`src/rtl/spectrum_frame_ctrl.sv`:
```
// Spectrum frame controller: turns 8 FFT band magnitudes into LED column bitmaps
// with per-band peak-hold markers that decay at most one row per frame.
module spectrum_frame_ctrl #(
  parameter int unsigned CLK_FRE  = 50_000_000,
  parameter int unsigned DECAY_MS = 50
) (
  input  logic        clk,
  input  logic        rst_n,
  input  logic        fft_valid,
  input  logic [63:0] fft_mag,
  input  logic        disp_ready,
  output logic        disp_start,
  output logic [63:0] disp_data,
  output logic        busy,
  output logic [7:0]  drop_cnt
);
  localparam logic [1:0] IDLE  = 2'd0;
  localparam logic [1:0] PROC  = 2'd1;
  localparam logic [1:0] ISSUE = 2'd2;

  localparam int unsigned TICKS = CLK_FRE / 1000 * DECAY_MS;

  logic [1:0]       state_q, state_d;
  logic [63:0]      cap_q, cap_d;
  logic [63:0]      shadow_q, shadow_d;
  logic [63:0]      disp_data_q, disp_data_d;
  logic             disp_start_q, disp_start_d;
  logic [7:0]       drop_cnt_q, drop_cnt_d;
  logic [2:0]       band_q, band_d;
  logic [7:0][3:0]  peak_q, peak_d;
  logic             flag_q, flag_d;
  logic             decay_this_q, decay_this_d;
  logic [31:0]      timer_q, timer_d;

  logic       tick;
  logic [7:0] mag;
  logic [8:0] sum;
  logic [3:0] h, p, p_new;
  logic [8:0] h_mask;
  logic [7:0] col;

  always_comb begin
    state_d      = state_q;
    cap_d        = cap_q;
    shadow_d     = shadow_q;
    disp_data_d  = disp_data_q;
    disp_start_d = 1'b0;
    drop_cnt_d   = drop_cnt_q;
    band_d       = band_q;
    peak_d       = peak_q;
    decay_this_d = decay_this_q;

    // Decay timer; a zero period disables it entirely.
    tick    = (TICKS != 0) && (timer_q == TICKS - 1);
    timer_d = tick ? 32'd0 : ((TICKS != 0) ? timer_q + 32'd1 : 32'd0);
    flag_d  = flag_q;

    // Per-band height and peak for the band currently selected.
    mag    = cap_q[{band_q, 3'b000} +: 8];
    sum    = {1'b0, mag} + 9'd31;
    h      = sum[8:5];
    p      = peak_q[band_q];
    if (h >= p)           p_new = h;
    else if (decay_this_q) p_new = p - 4'd1;
    else                  p_new = p;
    h_mask = (9'd1 << h) - 9'd1;
    col    = h_mask[7:0];
    if (p_new != 4'd0) col = col | (8'd1 << (p_new - 4'd1));

    if (fft_valid && state_q != IDLE && drop_cnt_q != 8'd255)
      drop_cnt_d = drop_cnt_q + 8'd1;

    case (state_q)
      IDLE: if (fft_valid) begin
        cap_d        = fft_mag;
        decay_this_d = flag_q;
        flag_d       = 1'b0;
        band_d       = 3'd0;
        state_d      = PROC;
      end
      PROC: begin
        shadow_d[{band_q, 3'b000} +: 8] = col;
        peak_d[band_q] = p_new;
        band_d = band_q + 3'd1;
        if (band_q == 3'd7) state_d = ISSUE;
      end
      ISSUE: if (disp_ready) begin
        disp_data_d  = shadow_q;
        disp_start_d = 1'b1;
        state_d      = IDLE;
      end
      default: state_d = IDLE;
    endcase

    // A tick on the capture edge belongs to the next frame, so it wins over the clear.
    if (tick) flag_d = 1'b1;
  end

  always_ff @(posedge clk or negedge rst_n) begin
    if (!rst_n) begin
      state_q      <= IDLE;
      cap_q        <= '0;
      shadow_q     <= '0;
      disp_data_q  <= '0;
      disp_start_q <= 1'b0;
      drop_cnt_q   <= '0;
      band_q       <= '0;
      peak_q       <= '0;
      flag_q       <= 1'b0;
      decay_this_q <= 1'b0;
      timer_q      <= '0;
    end else begin
      state_q      <= state_d;
      cap_q        <= cap_d;
      shadow_q     <= shadow_d;
      disp_data_q  <= disp_data_d;
      disp_start_q <= disp_start_d;
      drop_cnt_q   <= drop_cnt_d;
      band_q       <= band_d;
      peak_q       <= peak_d;
      flag_q       <= flag_d;
      decay_this_q <= decay_this_d;
      timer_q      <= timer_d;
    end
  end

  assign disp_start = disp_start_q;
  assign disp_data  = disp_data_q;
  assign busy       = (state_q != IDLE);
  assign drop_cnt   = drop_cnt_q;
endmodule

```
`config.mk`:
```
export PLATFORM = sky130hd
export DESIGN_NAME = spectrum_frame_ctrl
export DESIGN_NICKNAME = d
export VERILOG_FILES = /design/src/rtl/spectrum_frame_ctrl.sv
export SDC_FILE = /design/constraint.sdc
export NUM_CORES = 1
export LEC_CHECK = 0
export CORE_MARGIN = 2
export CORE_UTILIZATION = 55
export CTS_CLUSTER_DIAMETER = 30
export DETAILED_ROUTE_END_ITERATION = 10
export PLACE_DENSITY = 0.78
export RECOVER_POWER = 50
export REMOVE_ABC_BUFFERS = 1
export SYNTH_ARGS = -nofsm -noshare
export SYNTH_HDL_FRONTEND = slang
export SYNTH_SLANG_ARGS = --single-unit
```
`constraint.sdc`:
```
create_clock -name clk -period 5.8 [get_ports clk]
set_clock_uncertainty 0.2 [all_clocks]
set_input_delay 1.74 -clock clk [delete_from_list [all_inputs] [get_ports clk]]
set_output_delay 1.74 -clock clk [all_outputs]
set_load 0.005 [all_outputs]
```
### Yosys cells after proc, flatten, opt, wreduce, memory -nomap -nowiden

Index checks and enable logic that the tools add are counted.

| cells by class | value |
|---|---|
| mux-type cells | 21 |
| reduce and logical (&&, ||, !) cells | 14 |
| bitwise operators | 1 |
| divide/modulo/power cells | 0 |
| shifts and indexed selects | 5 |
| equal/unequal tests | 8 |
| add/subtract/negate cells | 8 |
| order comparisons | 3 |
| multipliers | 0 |

Operators by type and width:

| kind | number |
|---|---|
| $bwmux 64 | 1 |
| $shift 8x8->64 const A | 1 |
| $shiftx 64x7->8 | 1 |
| $shiftx 8x8->64 | 1 |
| $add 32x1->32 const B | 1 |
| $bwmux 32 | 1 |
| $eq 32x22->1 const B | 1 |
| $mux 32 | 1 |
| $mux 4 | 4 |
| $shl 1x4->8 const A | 2 |
| $bmux 4 s3 | 1 |
| $demux 4 s3 | 1 |
| $add 8x5->9 const B | 1 |
| $add 8x1->8 const B | 1 |
| $mux 8 | 1 |
| $ne 8x8->1 const B | 1 |
| $neg 6->8 | 1 |
| $or 8x8->8 | 1 |
| $reduce_and 2->1 | 4 |
| $reduce_bool 2->1 | 4 |
| $sub 4x1->4 const B | 2 |
| $sub 8x1->8 const B | 1 |
| $mux 2 | 3 |
| $ne 2x2->1 const B | 3 |
| 15 further kinds | 21 |

| word-level totals | value |
|---|---|
| bits in writable memories | 0 |
| output and inout port bits | 74 |
| logic and storage cells | 78 |
| bits in registers | 272 |
| memories kept | 0 |
| ROM bits | 0 |
| bits in latches | 0 |
| bits of input ports | 68 |

### Logic depth before layout (Yosys ltp)

| logic depth | value |
|---|---|
| depth in word-level cells | 11 |
| mapped depth | 20 |
| gate-level depth less buffers | 16 |

### Least setup slack after synthesis

OpenSTA, ideal clock, no wires.

| path | value |
|---|---|
| path kind | reg2reg |
| from | reg band_q[1] |
| to | reg shadow_q[55] |
| required time | 5519 ps |
| clock period less this slack | 4016 ps |
| arrival | 3735 ps |
| stages on the path, launching flop included | 18 |
| setup time | 81 ps |
| slack | 1784 ps |
| path buffers | 3 |
| path through | dfrtp_1 -> buf_6 -> buf_6 -> mux2_1 -> a22oi_2 -> o221ai_4 -> and3_1 -> inv_1 -> and2_1 -> ha_1 -> o21ai_0 -> nand2_1 -> o21ai_1 -> o311ai_1 -> and4_1 -> buf_4 -> o41a_4 -> o21ai_1 |

| between the ends | value |
|---|---|
| word-level cells in the longest chain between the ends | 11 |
| elaborated cells between the ends (all ways) | 19 |
| classes of those cells | 5 x add/sub; 1 x order compare; 5 x shift; 6 x mux; 1 x bitwise; 1 x reduce/logical |

RTL lines:

| what | RTL line | RTL |
|---|---|---|
| from (decl) | 29 | `logic [2:0] band_q, band_d;` |
| from (signal assigned) | 119 | `band_q <= band_d;` |
| branches (longest 10 deep; another with $add 8x5->9) | n/a |  |
| $bwmux 64 (*) | 82 | `shadow_d[{band_q, 3'b000} +: 8] = col;` |
| to (signal assigned) | 115 | `shadow_q <= shadow_d;` |
| to (decl) | 25 | `logic [63:0] shadow_q, shadow_d;` |

Mark *: on every way between the ends. The select of a mux whose other input is x is not followed.
A chain may end at the register's enable or synchronous reset.

### Worst setup path in the final report

| path | value |
|---|---|
| from | reg band_q[1] |
| to | reg shadow_q[11] |

The elaborated chain is that of the path after synthesis.

==> results.md <==
* Clock Tree Buf Depth at 3
* Area of the multi-input gates at between 4000 and 5000 um^2
* Hold Crit Start: timer_q[4]
* First-pass GRT wire length at approximately 51,000 um
* Synth Register Bits at 272
* Avg Synthesized Cell Area at approximately 9.5 um^2
* CTS Root Cell: clkbuf_16
* Std-Cell Rows at 54
* Clock latency on the worst-skew pair at around 530 ps
* Synthesis-to-layout area growth at 27.7%
* CP Cell Sequence: buf_4 > and2_1 > a22o_1 > a22oi_2 > a41oi_2 > buf_4 > and3_1 > inv_1 > and2_1 > ha_1 > o21ai_0 > nand2_1 > o21ai_1 > o21ai_0 > o21ai_1 > and2_1 > a41oi_2 > o21ai_0
* Crit path DAT at around 5600 ps
* DRT iter0 DRCs at between 600 and 700
* Tcrit/Tclk final at between 90 and 100%
* Static leakage at between 7 and 8 nW
* Io pins at between 100 and 150
* Post-layout nets at about 1,500
* Initial antenna violation count at 1
* EDFF count, synth at 0
* Synthesized area at roughly 12,000 um^2
* Distinct cells, synth at 78
* Fill cells at 1,594
* Status: finished, violations left
* FF-to-FF Start: band_q[1]
* Wire per inst at ~18 um
* Finished Core Util at 71.0%
* Critical Path Sink Type: flip-flop
* DRC errors left at 0
* Critical Path Source: band_q[1]
* H-tree depth at 2
* Critical path class: flip-flop to flip-flop
* Yosys warning total at 0
* CTS Buf Count at 49
* Crit-path max FO at 23
* Slowest stage delay, CP at 570 ps
* Routed Antenna Nets at 0
* P per Cell Area at 654 nW/um^2
* Levels on crit path at 18
* HPWL after detailed placement at between 15,000 and 20,000 um
* I/O Buffers at approximately 140
* DR vias/cell at approximately 5.6
* Final setup viols at 0
* CP required at slightly above 6000 ps
* GPL Wtd Cong at 0.913
* Unrepaired setup endpoints after global routing: false
* Buffer and inverter count on the worst path at 3
* Post-CTS Setup Bufs at 0
* CTS tree: done
* Share of cells above drive strength 1 at around a tenth
* CTS Hold Bufs at 0
* Total Wirelength at 30,600 um
* Total die area at around 23,000 um^2
* Hold Path Cell Cnt at 1
* Core Box Area at 21,600 um^2
* Die Ht at approximately 150 um
* DR vias at roughly 9,700
* Peak supply drop at between 0.0003 and 0.0004 V
* Worst Hold Class: flip-flop to flip-flop
* Tmin final at roughly 5300 ps
* GR Overflow Total at 0
* Max-slew violations at 73
* Pin count of the biggest net entering global routing at between 100 and 150
* Register area at roughly 6800 um^2
* # Max-Cap Violations at 1
* GRT Overall Usage at a little over a quarter
* Setup_tns at 0 ps
* DIE WIDTH at about 150 um
* Vias in the first global route at between 9,000 and 10,000
* Worst-case reg-to-reg path depth at 18
* Ys flop type: dfrtp_1
* Starting Density at around 56%
* Seq/Total Area, Yosys at a little under three fifths
* Violated checks: capacitance limit, slew limit
* Slew @ Worst Pin at ~3400 ps
* Count of final hold-check violations at 0
* Slew headroom at -128%
* Critical path's top delay family: compound AO/OA/AOI/OAI gates
* Post_cts resized at 0
* Clock sink total at approximately 270
* Startpoint types: flip-flop
* First-pass iteration count of the detailed router at 5
* Fraction of registers with async set/reset at 100%
* Clock transition at path regs at around 50 ps
* Syn Inst Count at about 1,300
* CP max stage cell: dfrtp_1
* Highest clock rate at between 0.15 and 0.2 GHz
-- area by class of cell --
cell class,count,share of cell area (%)
multi-input combinational,929,31.9
sequential,272,44.3
tap,280,2.28
inverter,14,0.342
antenna,1,0.0163
timing repair buffer,154,9.91
clock buffer,67,9.09
clock inverter,23,2.12
-- cell usage after synthesis (3+ instances only) --
cell       count  share of area (%)
and2_1         6               0.31
a22o_1         3               0.22
o211ai_1       3               0.19
mux2_2        14                1.3
nor2b_1        5               0.26
dfrtp_1      272                 57
nand4_1       12               0.62
and3_1         7               0.36
a21oi_1       28                1.2
o21ai_1       36                1.5
o2bb2ai_1      3               0.22
a22oi_1        3               0.19
xor2_1        14                1.0
buf_2          3               0.12
nor3_1        17               0.71
a31oi_2        3               0.31
nand2_1      497                 16
buf_6          8               0.75
xnor2_1       27                2.0
ha_1          14                1.5
o21ai_0       50                2.1
nor4b_1        3               0.22
nand2b_1       6               0.31
inv_1         12               0.37
buf_4          5               0.31
mux2i_1       17                1.4
clkbuf_1      34                1.1
nor2_1        62                1.9
nor4_1         7               0.36
nand3_1       27                1.1
-- metal layers --
layer	up-vias	wire length (um)	track usage (%)	part of all wire, %
li1	4548	-	-	-
met1	4760	12800	35.8	42
met2	330	15200	44.2	50
met3	77	1800	4.51	5.9
met4	0	906	10.1	3.0
met5	-	0	0	0
-- cells by family after synthesis --
logic type	synth area share [%]
flip-flops	56.6
AO/OA/AOI/OAI	9.82
AND/OR/NAND/NOR	22.9
multiplexers	3.40
XOR/XNOR	3.12
adder cells (fa/ha/maj)	1.46
buffers and inverters	2.72
-- cell usage in the layout, fill, tap and decap left out, types with 8 or more instances in the layout --
cell type / instances
a21oi_1: 28
buf_4: 10
clkbuf_1: 10
clkbuf_16: 50
clkbuf_8: 8
clkdlybuf4s50_1: 138
clkinv_2: 8
dfrtp_1: 271
ha_1: 14
inv_1: 11
mux2_2: 14
mux2i_1: 17
nand2_1: 496
nand3_1: 27
nand4_1: 12
nor2_1: 62
nor3_1: 17
o21ai_0: 50
o21ai_1: 36
xnor2_1: 27
xor2_1: 14
-- path summary, 6_finish.rpt --
kind / slack [ps] / endpoint
min in group asynchronous: 2380 / timer_q[12]
min reg2reg: 260 / timer_q[4]
max: 460 / shadow_q[11]
max reg2reg: 460 / shadow_q[11]
min: 260 / timer_q[4]
max in group asynchronous: 830 / disp_data[2]
-- metrics by stage --
| stage | setup slack, ps | hold slack, ps | cells | area, um^2 | total power, W |
|---|---|---|---|---|---|
| final | 460 | 265 | 1740 | 15400 | 0.0100 |
| after global routing | 82.9 | 279 | 1740 | 15400 | 0.0106 |
| after CTS | 551 | 269 | 1739 | 15400 | 0.0100 |
| after detailed placement | 628 | 258 | 1649 | 13600 | 0.00700 |
| after global placement | 755 | 246 | 1649 | 13600 | 0.00692 |
| after floorplan | 917 | 238 | 1215 | 11700 | 0.00552 |
-- power by group --
group	switching [W]	total (W)	internal, W	leakage [nW]
combinational	0.00266	0.00413	0.00147	2.89
sequential	0.000452	0.00297	0.00252	3.59
clock	0.000947	0.00294	0.00199	0.843
-- sequential cells by signal (all words and copies together), names as in the netlist --
name          flops
shadow_q         64
flag_q            1
peak_q           32
state_q           2
timer_q          32
disp_data        64
band_q            3
decay_this_q      1
disp_start        1
cap_q            64
drop_cnt          8
(Power assumes the default switching activity.)
